$ cat config.mk
export PLATFORM = sky130hd
export DESIGN_NAME = stereo_dematrix_48_flat
export DESIGN_NICKNAME = d
export VERILOG_FILES = /design/src/rtl/stereo_dematrix_48_if.sv /design/src/rtl/stereo_dematrix_48.sv /design/src/flat_wrapper.sv
export SDC_FILE = /design/constraint.sdc
export NUM_CORES = 1
export LEC_CHECK = 0
export CAP_MARGIN = 20
export CORE_ASPECT_RATIO = 1.25
export CORE_MARGIN = 2
export CORE_UTILIZATION = 55
export CTS_BUF_LIST = sky130_fd_sc_hd__clkbuf_8
export CTS_CLUSTER_SIZE = 10
export DETAILED_ROUTE_END_ITERATION = 12
export PLACE_DENSITY_LB_ADDON = 0.05
export SETUP_SLACK_MARGIN = 0.4
export SYNTH_ARGS = -nofsm -noshare
export SYNTH_HDL_FRONTEND = slang
export SYNTH_SLANG_ARGS = --single-unit
$ cat constraint.sdc
create_clock -name clock -period 3.5 [get_ports clock]
set_input_delay 0.525 -clock clock [delete_from_list [all_inputs] [get_ports clock]]
set_output_delay 0.525 -clock clock [all_outputs]
set_load 0.05 [all_outputs]
$ cat src/rtl/stereo_dematrix_48_if.sv
// Sample/gain/result bundle between a sum/difference source and the
// stereo dematrix. The source side (master) drives the two sample streams and
// the gains. The dematrix side (slave) returns the rebuilt L/R pair and status.
interface stereo_dematrix_48_if #(
    parameter int DW = 18,
    parameter int GW = 4
);
    // Sum (L+R) stream
    logic signed [DW-1:0] lpr_in;
    logic                 lpr_valid;
    // Difference (L-R) stream
    logic signed [DW-1:0] lmr_in;
    logic                 lmr_valid;
    // Per-path unsigned gains, sampled when a pair starts
    logic        [GW-1:0] Gs;
    logic        [GW-1:0] Gd;
    // Recovered stereo pair and status
    logic signed [DW-1:0] left_out;
    logic signed [DW-1:0] right_out;
    logic                 out_valid;
    logic                 busy;
    logic                 overrun;

    modport master (
        output lpr_in, lpr_valid, lmr_in, lmr_valid, Gs, Gd,
        input  left_out, right_out, out_valid, busy, overrun
    );

    modport slave (
        input  lpr_in, lpr_valid, lmr_in, lmr_valid, Gs, Gd,
        output left_out, right_out, out_valid, busy, overrun
    );
endinterface

$ cat src/rtl/stereo_dematrix_48.sv
// Receive-side stereo dematrix for the 48 kHz sum/difference link.
// Pairs one L+R and one L-R sample (any arrival order), scales each by its
// gain with a GW-step shift-add multiplier, applies an arithmetic right shift,
// and rebuilds saturated LEFT = s+d, RIGHT = s-d with a one-cycle strobe.
// Pairs that complete while a computation is in flight wait in one-deep
// capture registers and start as soon as the engine returns to IDLE.
module stereo_dematrix_48 #(
    parameter int DW    = 18,
    parameter int GW    = 4,
    parameter int SHIFT = 3
) (
    input  logic                 clock,
    input  logic                 reset,
    stereo_dematrix_48_if.slave  bus
);

    // Accumulator holds sample * (2^GW - 1) without overflow.
    localparam int AW = DW + GW + 1;
    // One extra bit so s+d and s-d cannot wrap before saturation.
    localparam int SW = DW + GW + 2;
    localparam int CW = (GW > 1) ? $clog2(GW) : 1;

    localparam logic signed [SW-1:0] SAT_MAX = SW'((2 ** (DW - 1)) - 1);
    localparam logic signed [SW-1:0] SAT_MIN = ~SAT_MAX;

    typedef enum logic [1:0] {
        IDLE = 2'd0,
        MULT = 2'd1,
        SUM  = 2'd2
    } state_t;

    state_t state_q, state_d;

    // Capture side
    logic signed [DW-1:0] lpr_cap_q;
    logic signed [DW-1:0] lmr_cap_q;
    logic                 lpr_full_q;
    logic                 lmr_full_q;
    logic                 overrun_q;

    // Multiplier working set
    logic signed [AW-1:0] lpr_sh_q;
    logic signed [AW-1:0] lmr_sh_q;
    logic        [GW-1:0] gs_sh_q;
    logic        [GW-1:0] gd_sh_q;
    logic signed [AW-1:0] acc_s_q;
    logic signed [AW-1:0] acc_d_q;
    logic        [CW-1:0] step_q;

    // Result registers
    logic signed [DW-1:0] left_q;
    logic signed [DW-1:0] right_q;
    logic                 out_valid_q;

    // Combinational result path
    logic signed [AW-1:0] s_shr;
    logic signed [AW-1:0] d_shr;
    logic signed [SW-1:0] left_w;
    logic signed [SW-1:0] right_w;

    // A pair is handed to the multiplier (and the capture slots freed) on
    // any edge where the engine is idle and both slots hold a sample.
    logic start;
    assign start = (state_q == IDLE) && lpr_full_q && lmr_full_q;

    // Clamp a wide signed value into the DW-bit output range.
    function automatic logic signed [DW-1:0] saturate(input logic signed [SW-1:0] v);
        if (v > SAT_MAX) begin
            return SAT_MAX[DW-1:0];
        end else if (v < SAT_MIN) begin
            return SAT_MIN[DW-1:0];
        end else begin
            return v[DW-1:0];
        end
    endfunction

    // Sign-extend a DW-bit sample to accumulator width.
    function automatic logic signed [AW-1:0] sext(input logic signed [DW-1:0] x);
        return {{(AW - DW){x[DW-1]}}, x};
    endfunction

    // Capture registers: a strobe always loads; a strobe into a still-full
    // slot that is not being released on this edge flags a lost sample.
    always_ff @(posedge clock) begin
        if (reset) begin
            lpr_cap_q  <= '0;
            lmr_cap_q  <= '0;
            lpr_full_q <= 1'b0;
            lmr_full_q <= 1'b0;
            overrun_q  <= 1'b0;
        end else begin
            // NOTE: sequential state uses <= so every register samples the
            // pre-edge values; with = the order of these statements would
            // change the hardware.
            if (bus.lpr_valid) begin
                lpr_cap_q  <= bus.lpr_in;
                lpr_full_q <= 1'b1;
                if (lpr_full_q && !start) begin
                    overrun_q <= 1'b1;
                end
            end else if (start) begin
                lpr_full_q <= 1'b0;
            end

            if (bus.lmr_valid) begin
                lmr_cap_q  <= bus.lmr_in;
                lmr_full_q <= 1'b1;
                if (lmr_full_q && !start) begin
                    overrun_q <= 1'b1;
                end
            end else if (start) begin
                lmr_full_q <= 1'b0;
            end
        end
    end

    // FSM state register.
    always_ff @(posedge clock) begin
        if (reset) begin
            state_q <= IDLE;
        end else begin
            state_q <= state_d;
        end
    end

    // FSM next-state: IDLE waits for a full pair, MULT runs GW steps, SUM
    // takes one cycle to form and register the outputs.
    always_comb begin
        // NOTE: state_d gets a default before the case so every path assigns
        // it and no latch is inferred.
        state_d = state_q;
        case (state_q)
            IDLE: begin
                if (start) begin
                    state_d = MULT;
                end
            end
            MULT: begin
                if (step_q == CW'(GW - 1)) begin
                    state_d = SUM;
                end
            end
            SUM: begin
                state_d = IDLE;
            end
            default: begin
                state_d = IDLE;
            end
        endcase
    end

    // Shift-add multiplier: the sample is shifted left and the gain right
    // each step, so the accumulator adds sample<<k whenever gain bit k is set.
    always_ff @(posedge clock) begin
        if (reset) begin
            // NOTE: the working set is reset along with control so that an
            // aborted computation leaves no partial product behind.
            lpr_sh_q <= '0;
            lmr_sh_q <= '0;
            gs_sh_q  <= '0;
            gd_sh_q  <= '0;
            acc_s_q  <= '0;
            acc_d_q  <= '0;
            step_q   <= '0;
        end else begin
            case (state_q)
                IDLE: begin
                    if (start) begin
                        lpr_sh_q <= sext(lpr_cap_q);
                        lmr_sh_q <= sext(lmr_cap_q);
                        gs_sh_q  <= bus.Gs;
                        gd_sh_q  <= bus.Gd;
                        acc_s_q  <= '0;
                        acc_d_q  <= '0;
                        step_q   <= '0;
                    end
                end
                MULT: begin
                    if (gs_sh_q[0]) begin
                        acc_s_q <= acc_s_q + lpr_sh_q;
                    end
                    if (gd_sh_q[0]) begin
                        acc_d_q <= acc_d_q + lmr_sh_q;
                    end
                    lpr_sh_q <= lpr_sh_q <<< 1;
                    lmr_sh_q <= lmr_sh_q <<< 1;
                    gs_sh_q  <= gs_sh_q >> 1;
                    gd_sh_q  <= gd_sh_q >> 1;
                    step_q   <= step_q + CW'(1);
                end
                default: begin
                end
            endcase
        end
    end

    // Rescale both products and form the wide sum and difference.
    always_comb begin
        s_shr   = acc_s_q >>> SHIFT;
        d_shr   = acc_d_q >>> SHIFT;
        left_w  = {s_shr[AW-1], s_shr} + {d_shr[AW-1], d_shr};
        right_w = {s_shr[AW-1], s_shr} - {d_shr[AW-1], d_shr};
    end

    // Output registers: updated only in SUM, held otherwise; the strobe is a
    // single cycle because SUM always lasts exactly one cycle.
    always_ff @(posedge clock) begin
        if (reset) begin
            left_q      <= '0;
            right_q     <= '0;
            out_valid_q <= 1'b0;
        end else begin
            out_valid_q <= (state_q == SUM);
            if (state_q == SUM) begin
                left_q  <= saturate(left_w);
                right_q <= saturate(right_w);
            end
        end
    end

    assign bus.left_out  = left_q;
    assign bus.right_out = right_q;
    assign bus.out_valid = out_valid_q;
    assign bus.busy      = (state_q != IDLE);
    assign bus.overrun   = overrun_q;

endmodule

$ cat src/flat_wrapper.sv
// flat-port wrapper written by rule: the top's interface ports become plain ports
module stereo_dematrix_48_flat 
#(
    parameter int DW    = 18,
    parameter int GW    = 4,
    parameter int SHIFT = 3
)
  (clock, reset, bus_lpr_in, bus_lpr_valid, bus_lmr_in, bus_lmr_valid, bus_Gs, bus_Gd, bus_left_out, bus_right_out, bus_out_valid, bus_busy, bus_overrun);
  stereo_dematrix_48_if #(.DW(DW), .GW(GW)) bus_i ();
  input  logic clock;
  input  logic reset;
  input wire logic [$bits(bus_i.lpr_in)-1:0] bus_lpr_in;
  input wire logic [$bits(bus_i.lpr_valid)-1:0] bus_lpr_valid;
  input wire logic [$bits(bus_i.lmr_in)-1:0] bus_lmr_in;
  input wire logic [$bits(bus_i.lmr_valid)-1:0] bus_lmr_valid;
  input wire logic [$bits(bus_i.Gs)-1:0] bus_Gs;
  input wire logic [$bits(bus_i.Gd)-1:0] bus_Gd;
  output wire logic [$bits(bus_i.left_out)-1:0] bus_left_out;
  output wire logic [$bits(bus_i.right_out)-1:0] bus_right_out;
  output wire logic [$bits(bus_i.out_valid)-1:0] bus_out_valid;
  output wire logic [$bits(bus_i.busy)-1:0] bus_busy;
  output wire logic [$bits(bus_i.overrun)-1:0] bus_overrun;
  assign bus_i.lpr_in = bus_lpr_in;
  assign bus_i.lpr_valid = bus_lpr_valid;
  assign bus_i.lmr_in = bus_lmr_in;
  assign bus_i.lmr_valid = bus_lmr_valid;
  assign bus_i.Gs = bus_Gs;
  assign bus_i.Gd = bus_Gd;
  assign bus_left_out = bus_i.left_out;
  assign bus_right_out = bus_i.right_out;
  assign bus_out_valid = bus_i.out_valid;
  assign bus_busy = bus_i.busy;
  assign bus_overrun = bus_i.overrun;
  stereo_dematrix_48 #(.DW(DW), .GW(GW), .SHIFT(SHIFT)) u_core (.clock(clock), .reset(reset), .bus(bus_i));
endmodule
Word level (Yosys, flattened, before mapping)
Cells that the tools add are included.

Register bits after elaboration: 180. Bits in latches: 0. Memory bits (writable): 0. Bits in read-only memories: 0. Bits of input ports: 48. Output and inout bits: 39. Logic and storage cells: 75. Memories: 0.

Add/sub/neg operators: 5. Multiply operators: 0. Div/mod/pow operators: 0. Order comparisons: 4. Equality and inequality tests: 7. Shift operators: 0. Multiplexer cells: 29. Bitwise operators: 0. Reduce and logical (&&, ||, !) cells: 14.

Operators by type and width (count): 23-bit one-hot mux with 2 select lines (4); 23-bit 2-to-1 mux (5); 18-bit 2-to-1 mux (4); 24-bit by 18-bit > comparator with 1-bit output (second input constant) (2); 24-bit by 18-bit less-than comparator with 1-bit output (second input constant) (2); 23-bit adder (2); 20-bit by 20-bit adder with 21-bit output (1); 20-bit by 20-bit subtractor with 21-bit output (1); 4-bit one-hot mux with 2 select lines (2); 4-bit 2-to-1 mux (2); 2-bit by 1-bit inequality test with 1-bit output (second input constant) (4); 2-bit one-hot mux with 2 select lines (2); 2-bit nonzero test (4); 1-bit 2-to-1 mux (7); 2-bit 2-to-1 mux (3); 3-bit AND reduction (2); 2-bit equality test (second input constant) (2); 1-bit logical AND (4); 2-bit AND reduction (2); 2-bit by 1-bit adder with 2-bit output (second input constant) (1); 2-bit by 1-bit equality test with 1-bit output (second input constant) (1); 2-bit zero test (1); 1-bit zero test (1).

Longest topological paths before layout
Word-level depth: 9. Gate-level depth with buffers: 14. Mapped depth without buffers: 13.

Worst setup path before layout
No wires, ideal clock.

Path kind: reg2reg. From: reg u_core.acc_s_q[3]. To: reg u_core.right_q[11], in the netlist u_core.bus.right_out[11]. Setup time: 0.143 ns. Arrival: 3.446 ns. Data required time: 3.357 ns. Setup slack: -0.089 ns. Stages on the path, launching flop included: 15. Buffers on the path: 1. Clock period less this slack: 3.589 ns. Cells stage by stage: dfxtp_1 inv_1 ha_1 fa_1 and2b_1 o2111a_1 nor3_1 o41ai_2 a31oi_1 o41ai_4 xnor2_2 a311oi_1 nor3_2 buf_4 a211oi_1.

Word-level cells in the longest chain between the ends: 4. Elaborated cells on any way between the ends: 5. Those cells by class: 1 x add/sub; 2 x order compare; 2 x mux.

Ends and longest elaborated chain: start, declared (RTL line stereo_dematrix_48.sv:46) `logic signed [AW-1:0] acc_s_q;`; start signal, assigned (RTL line stereo_dematrix_48.sv:180) `acc_s_q <= acc_s_q + lpr_sh_q;`; 20-bit by 20-bit subtractor with 21-bit output * (RTL line stereo_dematrix_48.sv:202) `right_w = {s_shr[AW-1], s_shr} - {d_shr[AW-1], d_shr};`; 24-bit by 18-bit less-than comparator with 1-bit output (RTL line stereo_dematrix_48.sv:70) `end else if (v < SAT_MIN) begin`; 18-bit 2-to-1 mux (RTL line stereo_dematrix_48.sv:70); 18-bit 2-to-1 mux * (RTL line stereo_dematrix_48.sv:68) `if (v > SAT_MAX) begin`; end signal, assigned (RTL line stereo_dematrix_48.sv:216) `right_q <= saturate(right_w);`; end, declared (RTL line stereo_dematrix_48.sv:52) `logic signed [DW-1:0] right_q;`.

Every way passes the cells marked *; elsewhere a longest branch is shown, timed or not. A chain may end at the register's enable or synchronous reset.

Final worst setup path
From: reg u_core.acc_s_q[3]. To: reg u_core.right_q[14], in the netlist u_core.bus.right_out[14].

Same word-level chain as after synthesis.

==> metrics.txt <==
post-placement cell count=1542; Net count, final=1496; top-count cell post-synth=nor2_1; register area share after synthesis=34.30%; DR WL/cell=16.98 µm; hpwl dp=19.22 mm; Detailed Routing Iterations Pass 1=5; Setup violations, final=16; Startpoint Class=flip-flop; CTS tree=yes; HP Class=reg -> reg; Num CTS Buffers=17; number of synthesized flops with an enable pin=0; die area=20230 µm²; clock skew=0.01520 ns; global-route wire length before repair=43.15 mm; CTS Buffer Depth=2; GRT Overall Usage=26.60%; synth warn=0; top post-synthesis cells by area=dfxtp_1, ha_1, nor2_1, a21oi_1, xnor2_1; Synth Flop Type=dfxtp_1; share of cells above drive strength 1=11.52%; Slew Viols, Final=0; ys async rst share=0%; fillers=1610; Avg Inst Size Synth=8.304 µm²; Starting Density=55.94%; Setup WS post-layout=-0.07234 ns; pwr dens=316.5 nW/µm²; clock latency at the later pin of the worst-skew pair=0.49 ns; endpoints failing hold=0; status=finished, violations left; core area=18780 µm²; number of global-route vias before repair=8577; # clock sinks=180; Synth Instances=1265; antenna cells=0; minimum clock period=3.572 ns; gp weighted congestion=0.8922; pin count of the biggest net entering global routing=63; Rel. slew slack=26.23%; Detailed Route Iter0 Violations=605; row cnt=56; grt total ovfl=0; number of vias per cell=5.877; port buffer count=86; initial antenna violation count=0; Final period util=102.1%; CTS Root Cell=clkbuf_8; Synth area leader=dfxtp_1; post-synth net total=1402; Unique masters post-synth=68; Ports=87; CTS H-tree depth=4; width of the die=127.6 µm; DRC=0; crit-path max FO=8; die height=158.5 µm; Layout area overhead=20.72%; VDD IR max=0.0003211 V; Slew @ Worst Pin=1.103 ns; failing checks=setup timing; RSZ-0062 raised after global routing=true; Yosys top cell area share=34.30%; Required @ worst endpoint=3.85 ns; maxcap violations=0; FMAX=279.9 MHz; design area=12680 µm²; Post-synth top cells=nor2_1, dfxtp_1, a21oi_1, ha_1, nand2_1; placed cell areas=11700 µm²; cell leakage power=5.236 nW; FF+latch count, synth=180; worst endpoint data arrival time=3.92 ns; CP Capture Type=flip-flop; Crit Path Category=reg -> reg; total wire length=27.23 mm; Post-Place Worst Slack=-0.04770 ns; register clock-pin slew on the reported worst setup and hold paths=0.10 ns; Final Non-Filler Cells=1604; via count=9426; post-route ant nets=0; Mapped Area=10510 µm²
[final cells by class]
type                    count  area [µm²]  area share (%)
multi-input cells         956        6630           52.28
flip-flops and latches    180        3611           28.47
repair buffers            149        1519           11.98
well taps                 232       290.3           2.289
clock buffers              17       234.0           1.845
inverters                  55       209.0           1.648
clock inverters            15       188.9           1.490
[cells in the final DEF, fill, tap and decap left out, types with 18 or more instances in the layout]
master           netlist  final
xnor2_1               51     49
a21oi_1              107    100
o21bai_1              18     18
nor2_1               207    205
xor2_1                18     18
a211oi_1              32     25
clkdlybuf4s50_1        0     85
nand2_1               60     60
buf_4                  2     48
inv_1                 53     52
a21o_1                18     18
mux2i_1               40     40
dfxtp_1              180    176
o21ai_0               38     35
a22oi_1               25     25
nor4_1                19     19
ha_1                  85     82
nor3_1                28     27
nand3_1               45     45
[per-stage QoR]
stage	hold WS [ns]	setup TNS [ns]	power [mW]	util [%]
2_1_floorplan	0.4312	0	2.410	-
3_3_place_gp	0.4425	0	2.532	62.28
3_5_place_dp	0.4458	-0.07702	2.538	62.28
4_1_cts	0.4613	0	4.026	65.72
5_1_grt	0.4740	-5.055	4.164	67.54
6_report	0.4595	-0.7617	4.014	67.54
[sequential cells by signal, indices dropped and copies added, names as in the netlist, 2 cells and up]
name	count
u_core.state_q	2
u_core.step_q	2
u_core.bus.left_out	18
u_core.bus.right_out	18
u_core.acc_d_q	23
u_core.lpr_sh_q	23
u_core.gd_sh_q	4
u_core.lpr_cap_q	18
u_core.acc_s_q	23
u_core.lmr_cap_q	18
u_core.gs_sh_q	4
u_core.lmr_sh_q	23
[critical path, cell delays in order (launching register included)]
cell	delay (ns)
dfxtp_4	0.40
inv_4	0.04
ha_4	0.15
fa_2	0.33
and2b_1	0.23
o2111a_1	0.22
nor3_2	0.07
o41ai_2	0.32
a31oi_2	0.18
o41ai_4	0.33
xnor2_2	0.27
a311oi_2	0.21
nor3_4	0.38
clkbuf_16	0.23
a211oi_2	0.07
[logic make-up (layout without fill, tap and decap cells)]
logic type | count (synthesis) | after routing | synth area share [%]
XOR/XNOR | 70 | 70 | 5.908
buffers and inverters | 129 | 236 | 4.871
AND/OR/NAND/NOR | 410 | 410 | 17.32
multiplexers | 41 | 41 | 3.918
flip-flops | 180 | 180 | 34.30
adder cells (fa/ha/maj) | 89 | 89 | 10.89
AO/OA/AOI/OAI | 346 | 346 | 22.80
[where the power goes]
group | internal [mW] | switching (mW)
logic | 0.153 | 0.199
clock network | 0.610 | 0.903
registers | 2.10 | 0.0443
[layer usage]
metal	vias to the layer above	track usage, %	wire, µm
li1	4698	-	-
met1	4431	33.03	11870
met2	243	47.34	13600
met3	54	3.831	880
met4	0	8.844	876
met5	-	0	0
[path summary, 6_finish.rpt]
check	from	end	slack [ns]	cells past startpoint
worst max-delay path	u_core.acc_s_q[3]	u_core.bus.right_out[14]	-0.07	14
worst min-delay path	u_core.bus.right_out[17]	u_core.bus.right_out[17]	0.46	2
worst max register to register	u_core.acc_s_q[3]	u_core.bus.right_out[14]	-0.07	14
worst min register to register	u_core.bus.right_out[17]	u_core.bus.right_out[17]	0.46	2
[what timing repair did]
| action | 4_1_cts | 5_1_grt |
|---|---|---|
| resized for setup | 24 | 27 |
| hold buffers | 0 | 0 |
| pin swaps | 2 | 14 |
| hold endpoints to repair | 0 | 0 |
| buffers inserted | 11 | 12 |
| gates cloned | 1 | 4 |
| endpoints found under the setup margin | 39 | 41 |
(Power assumes the default switching activity.)
==> edit, RTL diff (same flow settings) <==
`DW` is set to 18 in 3 places; all go to 17.
--- a/src/rtl/stereo_dematrix_48_if.sv
+++ b/src/rtl/stereo_dematrix_48_if.sv
@@ -3,5 +3,5 @@
 // the gains. The dematrix side (slave) returns the rebuilt L/R pair and status.
 interface stereo_dematrix_48_if #(
-    parameter int DW = 18,
+    parameter int DW = 17,
     parameter int GW = 4
 );
--- a/src/rtl/stereo_dematrix_48.sv
+++ b/src/rtl/stereo_dematrix_48.sv
@@ -6,5 +6,5 @@
 // capture registers and start as soon as the engine returns to IDLE.
 module stereo_dematrix_48 #(
-    parameter int DW    = 18,
+    parameter int DW    = 17,
     parameter int GW    = 4,
     parameter int SHIFT = 3
--- a/src/flat_wrapper.sv
+++ b/src/flat_wrapper.sv
@@ -2,5 +2,5 @@
 module stereo_dematrix_48_flat 
 #(
-    parameter int DW    = 18,
+    parameter int DW    = 17,
     parameter int GW    = 4,
     parameter int SHIFT = 3
Interface: changed (resized bus_left_out, bus_lmr_in, bus_lpr_in and bus_right_out); port bits go from 87 to 83. No check against the original RTL was run, so the function may have changed too.
==> edit against the original RTL <==
  * Power down 3.5%
  * Critical path depth rose by 1
  * Worst setup slack better by 0.46 ns
  * Wire length is 1.7% higher
  * Clock power decreased by 6%
  * Count of clock-buffer cells in the layout is 1 higher
  * Synthesized cell count shrank 1.2%
  * Hold slack got worse by 0.033 ns
  * Non-clock buffer count increased by 11
  * Cell area decreased by 1.3%
  * Synthesized area down 2.0%
  * Sequential cell count is 8 lower
  * Sequential share of layout area shrank 0.84 points
  * Largest power group unchanged
==> edit: results (changes against the original RTL) <==
[status]
status=completed

[setup_path]
reg2reg_depth=15  ; +1
arrival_ns=3.51  ; -0.41 ns
slowest_delay_ns=0.44  ; +0.04 ns
endpoint=u_core.bus.right_out[2]

[place]
dpl_worst_slack_ns=0.0404  ; +0.0881 ns
io_buffer_count=82  ; -4.7%
placed_area_sq_mm=0.0116  ; -1.1%
place.gp.congestion=0.933  ; +4.6%

[die]
die_w_um=126  ; -0.96%

[drt]
avgViaCountPerCell=5.88  ; about the same
firstDrtPassIters=6  ; +1
route.met3.wl_um=996  ; +13%
wl_met2_mm=13.1  ; -3.4%
wl_met1_mm=12.3  ; +3.2%

[synth]
synthesis.nets=1381  ; -1.5%
synth.distinct_cells=76  ; +12%
synthTopCellsByArea=dfxtp_1, ha_1, nor2_1
ys_seq_area_share_pct=33.4  ; -0.86 points

[power_and_ir_drop]
cellPowerDensity_mw_per_mm2=309  ; -2.3%
ir_drop_mv=0.214  ; -33%
cellLeakagePower_nw=5.17  ; -1.2%
switching_share_pct=27.8  ; -0.74 points
seqPwrFrac_pct=53.0  ; -0.5 points
comb_cell_power_uw=400  ; +13%

[timing]
slew_headroom_pct=27.1  ; +0.91 points
fin_skew_ns=0.0177  ; +0.00253 ns
final.min_clock_period_ns=3.11  ; -0.462 ns
setup-violations-final=0  ; -16

[global_routing]
met2_usage_pct=44.7  ; -2.7 points
use_met1_pct=34.3  ; +1.3 points
grt_pass1_wl_mm=43.5  ; +0.91%
grtUsageMet3_pct=3.94  ; +0.11 points

[hold_path]
hp-class=in -> reg

[finish]
fin_nets=1485  ; -0.74%
layout-drive-gt1-share_pct=17.0  ; +5.5 points

edit: cell types whose count changed after synthesis, sizes merged, moves of 5 or more:
cell    change
a22o        -5
a31oi       -6
nand2b      +5
nor3        -5
xnor2      -15
nand2      +45
dfxtp       -8
xor2        +5
nor2       -24
o21ai       -8
edit: area by class of cell:
class | instances | area, sq um | area share [%]
inverter | 52 | 200 | 1.60
timing repair buffer | 160 | 1460 | 11.7
tap | 228 | 285 | 2.28
sequential | 172 | 3460 | 27.6
multi-input combinational | 951 | 6710 | 53.6
clock buffer | 18 | 248 | 1.98
clock inverter | 14 | 154 | 1.23
edit: what timing repair did:
| item | CTS | global route |
|---|---|---|
| buffers inserted | 6 | 6 |
| cloned | 2 | 2 |
| resized for setup | 34 | 74 |
| pin swaps | 14 | 49 |
| setup endpoints to repair | 34 | 36 |
edit: worst min path at each step:
stage | slack [ns] | endpoint | depth (start not counted) | from
after global placement | 0.44 | u_core.gd_sh_q[2] | 2 | u_core.gd_sh_q[2]
after CTS | 0.39 | u_core.lpr_sh_q[18] | 2 | reset
after global routing | 0.40 | u_core.lpr_sh_q[18] | 2 | reset
after detailed placement | 0.45 | u_core.bus.right_out[16] | 2 | u_core.bus.right_out[16]
after floorplan | 0.43 | u_core.lmr_sh_q[0] | 2 | u_core.lmr_cap_q[0]
final | 0.43 | u_core.lpr_sh_q[17] | 2 | reset
edit: cells by family after synthesis:
logic type	after synthesis	share of synthesized area [%]
AOI/OAI and AO/OA	329	22.8
buffers and inverters	128	5.12
adders and majority gates	85	10.6
DFF	172	33.4
and+or+nand+nor	436	18.9
xor gates and xnor gates	60	5.18
muxes	40	3.90
edit: stage by stage:
stage	util (%)	instances
floorplan	-	1250
finish	68.7	1595
detailed placement	63.4	1547
global placement	63.3	1546
CTS	66.7	1587
global route	68.7	1595
